$ cat config.mk
export PLATFORM = sky130hd
export DESIGN_NAME = core_instr_fifo
export DESIGN_NICKNAME = d
export VERILOG_FILES = /design/src/rtl/core_instr_fifo.sv
export SDC_FILE = /design/constraint.sdc
export NUM_CORES = 1
export LEC_CHECK = 0
export ABC_AREA = 1
export CAP_MARGIN = 40
export CELL_PAD_IN_SITES_DETAIL_PLACEMENT = 1
export CELL_PAD_IN_SITES_GLOBAL_PLACEMENT = 1
export CORE_UTILIZATION = 50
export CTS_BUF_LIST = sky130_fd_sc_hd__clkbuf_4 sky130_fd_sc_hd__clkbuf_8 sky130_fd_sc_hd__clkbuf_16
export DETAILED_ROUTE_END_ITERATION = 8
export GPL_TIMING_DRIVEN = 0
export PLACE_DENSITY = 0.75
export SLEW_MARGIN = 20
export SYNTH_ARGS = -nofsm -noshare
export SYNTH_HDL_FRONTEND = slang
export SYNTH_SLANG_ARGS = --single-unit
$ cat constraint.sdc
create_clock -name clk -period 3.22 [get_ports clk]
set_input_delay 0.483 -clock clk [delete_from_list [all_inputs] [get_ports clk]]
set_output_delay 0.483 -clock clk [all_outputs]
set_load 0.01 [all_outputs]
$ cat src/rtl/core_instr_fifo.sv
// rtl/core_instr_fifo.sv - per-core in-order instruction queue with hazard-match flag
// Optional feature: CORE_FIFO_HAZARD_EN builds the per-entry hazard comparators.
module core_instr_fifo #(
  parameter int DEPTH = 32,
  parameter int WIDTH = 32
) (
  input  logic                       clk,
  input  logic                       reset,
  input  logic                       in_valid,
  input  logic [WIDTH-1:0]           in_instr,
  output logic                       in_ready,
  output logic                       out_valid,
  output logic [WIDTH-1:0]           out_instr,
  input  logic                       out_ready,
  input  logic                       flush,
  input  logic [WIDTH-1:0]           query_instr,
  output logic                       hazard_hit,
  output logic [$clog2(DEPTH):0]     count,
  output logic                       overflow
);
  localparam int AW = $clog2(DEPTH);
  localparam int CW = AW + 1;

  logic [WIDTH-1:0] mem_q [DEPTH];
  logic [WIDTH-1:0] mem_d [DEPTH];
  logic [DEPTH-1:0] vld_q, vld_d;
  logic [AW-1:0]    wptr_q, wptr_d;
  logic [AW-1:0]    rptr_q, rptr_d;
  logic [CW-1:0]    count_q, count_d;
  logic             overflow_q, overflow_d;

  logic full, empty, push, pop;

  assign full  = (count_q == CW'(DEPTH));
  assign empty = (count_q == '0);
  // a pop on the same edge never frees room for a push while full
  assign push  = in_valid && !full;
  assign pop   = !empty && out_ready;

  assign in_ready  = !full;
  assign out_valid = !empty;
  assign out_instr = empty ? '0 : mem_q[rptr_q];
  assign count     = count_q;
  assign overflow  = overflow_q;

  always_comb begin
    mem_d      = mem_q;
    vld_d      = vld_q;
    wptr_d     = wptr_q;
    rptr_d     = rptr_q;
    count_d    = count_q;
    overflow_d = overflow_q | (in_valid && full);
    if (flush) begin
      vld_d   = '0;
      wptr_d  = '0;
      rptr_d  = '0;
      count_d = '0;
    end else begin
      if (push) begin
        mem_d[wptr_q] = in_instr;
        vld_d[wptr_q] = 1'b1;
        wptr_d        = wptr_q + AW'(1);
      end
      if (pop) begin
        vld_d[rptr_q] = 1'b0;
        rptr_d        = rptr_q + AW'(1);
      end
      case ({push, pop})
        2'b10:   count_d = count_q + CW'(1);
        2'b01:   count_d = count_q - CW'(1);
        default: count_d = count_q;
      endcase
    end
  end

  always_ff @(posedge clk) begin
    if (reset) begin
      vld_q      <= '0;
      wptr_q     <= '0;
      rptr_q     <= '0;
      count_q    <= '0;
      overflow_q <= 1'b0;
    end else begin
      vld_q      <= vld_d;
      wptr_q     <= wptr_d;
      rptr_q     <= rptr_d;
      count_q    <= count_d;
      overflow_q <= overflow_d;
    end
  end

  // storage needs no reset: every read is gated by count or the valid bits
  always_ff @(posedge clk) begin
    mem_q <= mem_d;
  end

`ifdef CORE_FIFO_HAZARD_EN
  logic hit;
  always_comb begin
    hit = 1'b0;
    if (!(query_instr[23] && query_instr[22])) begin
      for (int e = 0; e < DEPTH; e++) begin
        if (vld_q[e] &&
            (({query_instr[23], query_instr[10:0]}  == {mem_q[e][22], mem_q[e][21:11]}) ||
             ({query_instr[22], query_instr[21:11]} == {mem_q[e][23], mem_q[e][10:0]})  ||
             ({query_instr[22], query_instr[21:11]} == {mem_q[e][22], mem_q[e][21:11]})))
          hit = 1'b1;
      end
    end
  end
  assign hazard_hit = hit;
`else
  logic unused_hazard;
  assign unused_hazard = ^{query_instr, vld_q};
  assign hazard_hit    = 1'b0;
`endif

endmodule

==> results.toml <==
[outcome]
status = "finished, violations left"
violations = "setup timing"

[pwr]
p_per_area_nw_per_um2 = 616.3
vdd_drop_max_mv = 0.5000
p_leak_uw = 0.01904
power_uw = 32920

[timing]
hold-worst-slack_ps = 353.0
max_freq_mhz = 286.7
period_share_pct = 108.3
hold_viol_final = 0
setup_viol_count_final = 29
worstMarginPinSlew_ps = 919.0
finalCriticalPeriod_ps = 3489
rsz0062_at_grt = "yes"
drv_slew = 0
slew-limit-headroom_pct = 38.73
clock_skew_ps = 28.87
fin_ws_ps = -268.5

[grt]
grt_pass1_vias = 32570
grt_overflow = 0
grt_pass1_wl_um = 221000
grtUsageMet1_pct = 47.85
grt-busiest-layer = "met2"
globalRouteMet2Util_pct = 57.07
track_usage_pct = 36.11
grt_max_degree = 33
antenna_found_initial = 4
globalRouteMet3Util_pct = 5.693

[finish]
drive_gt1_share_pct = 23.86
fin_util_pct = 63.93
fill_cells = 8027
final_common_cell = "edfxtp_1"
final_cell_mix = "1024 x edfxtp_1, 584 x nand2_1, 566 x nor2_1, 282 x nand3_1, 257 x o21ai_0"
syn_to_final_growth_pct = 26.86
nets = 3995
multi_input_area_um2 = 11580
regArea_um2 = 31100

[clock_network]
cts_root_buffer = "clkbuf_16"
cts_htree_levels = 3
clk_path_buf_depth = 3
clkSlewWorstSetupHoldPaths_ps = 70
cts_sinks = 1041
cts_buffers = 108
cts_hold_buffers = 0
clkLatencyLatePin_ps = 690
cts_tree = "built"

[critical_path]
slowest_delay_ps = 370
crit_path_end_kind = "primary output"
critPathBufInv = 6
critPathTopFamily = "buffers and inverters"
crit_top_cell = "nand2_1"
critical_path.cell_chain = "buf_12 > clkinv_16 > buf_12 > buf_12 > buf_8 > nand2_1 > nand3_1 > nand3_1 > nand2_1 > a21oi_2 > nand2_1 > nand2_1 > nor2_4 > buf_6"
cp_slowest_cell = "dfxtp_2"
critPathLaunchType = "register"
path_class = "reg2out"
cp_data_arrival_time_ps = 3010
cp_max_fo = 10
required_ps = 2740

[drt]
dr.pass1.iters = 5
drt-initial-drc-count = 4917
avgViaCountPerCell = 6.532
wl_per_cell_um = 33.57
ant_nets = 0
routed_wl_um = 170700
vias = 33220
drc = 0

[die]
die_x_um = 292.2
rows = 106
dieArea_um2 = 85380
num_io_pins = 111
initial_core_util_pct = 50.39
coreArea_um2 = 83560
fp.dieH_um = 292.2

[yosys]
seq_area_frac_synth_pct = 73.84
syn_area_per_cell_um2 = 11.82
async_flop_share_pct = 0
synth_seq_cells = 1041
syn-cell-area_um2 = 42110
ys_warn_count = 0
syn-num-nets = 3638
synth_ff_type = "edfxtp_1"
syn_inst = 3561
synth_edf_count = 1024
yosysUniqueCellTypes = 29

[placed_design]
gp_congestion = 0.8583
hpwl_um = 100300
numPortBuffers = 77

[flow_run]
maxCapViolations = 0

[hold_path]
hold_path.class = "in2reg"
[cells by family after synthesis]
family | synth area share, %
flops | 73.84
other cells | 0.008906
fa+ha+maj | 0.2377
compound gates | 6.103
simple gates | 16.64
xor+xnor | 0.1664
buf+inv | 3.007
[cells in the mapped netlist (2+ instances only)]
library cell  instances  share of area, %
buf_2                78              0.93
xnor2_1               3             0.062
buf_6                15              0.40
nand2_1             683               6.1
clkinv_1              3             0.027
buf_1                13              0.12
o21ai_0             361               4.3
nor2_1              686               6.1
clkbuf_1             84              0.75
inv_4                 2             0.030
nand3_1             369               4.4
a21oi_1              80              0.95
edfxtp_1           1024                73
xor2_1                5              0.10
ha_1                  8              0.24
buf_4                27              0.48
inv_1                26              0.23
o21ai_1              67              0.80
dfxtp_1              17              0.81
[stage by stage]
stage	instance area [µm²]	instances	TNS (ps)	setup slack, ps
floorplan	42110	3561	0	128.8
global placement	44230	4718	-2078110	-2268
detailed placement	45630	4777	-48460	-572.8
CTS	51090	5003	-498.9	-61.00
global route	53410	5084	-5224	-234.0
finish	53420	5085	-3731	-268.5
[worst paths after layout]
kind | slack (ps) | start | endpoint | cells after the start
setup / recovery | -270 | rptr_q[0] | out_instr[0] | 14
hold / removal | 350 | reset | overflow | 2
setup reg to reg | -10 | count[2] | count[4] | 19
hold reg to reg | 500 | overflow | overflow | 2
[cell type report]
cell class                 count  area share, %
sequential                  1041          58.21
tap                         1080          2.530
buffer                       208          3.848
clock inverter                66         0.9908
multi-input combinational   2270          21.69
clock buffer                 129          5.453
inverter                      32         0.2905
antenna                        2       0.009369
timing repair buffer         257          6.978
[registers in the layout, summed over array words and instances, names as in the netlist]
signal / count
overflow: 1
rptr_q: 5
mem_q: 1024
count: 6
wptr_q: 5
[per-layer routing]
metal,vias up,routed length [µm]
li1,13260,-
met1,16630,60450
met2,2637,78210
met3,688,19470
met4,2,12590
met5,-,13
[power breakdown]
part | switching, µW | internal (µW) | leakage (µW)
Combinational | 3560 | 1820 | 0.00799
Sequential | 41.2 | 14900 | 0.00935
Clock | 5520 | 7050 | 0.00171
[timing repair]
item | in CTS | in global routing
buffers inserted | 32 | 68
resized for setup | 626 | 430
pin swaps | 70 | 176
cloned | 4 | 17
setup endpoints to repair | 121 | 386
No activity file was read; power rests on OpenSTA's default activity.
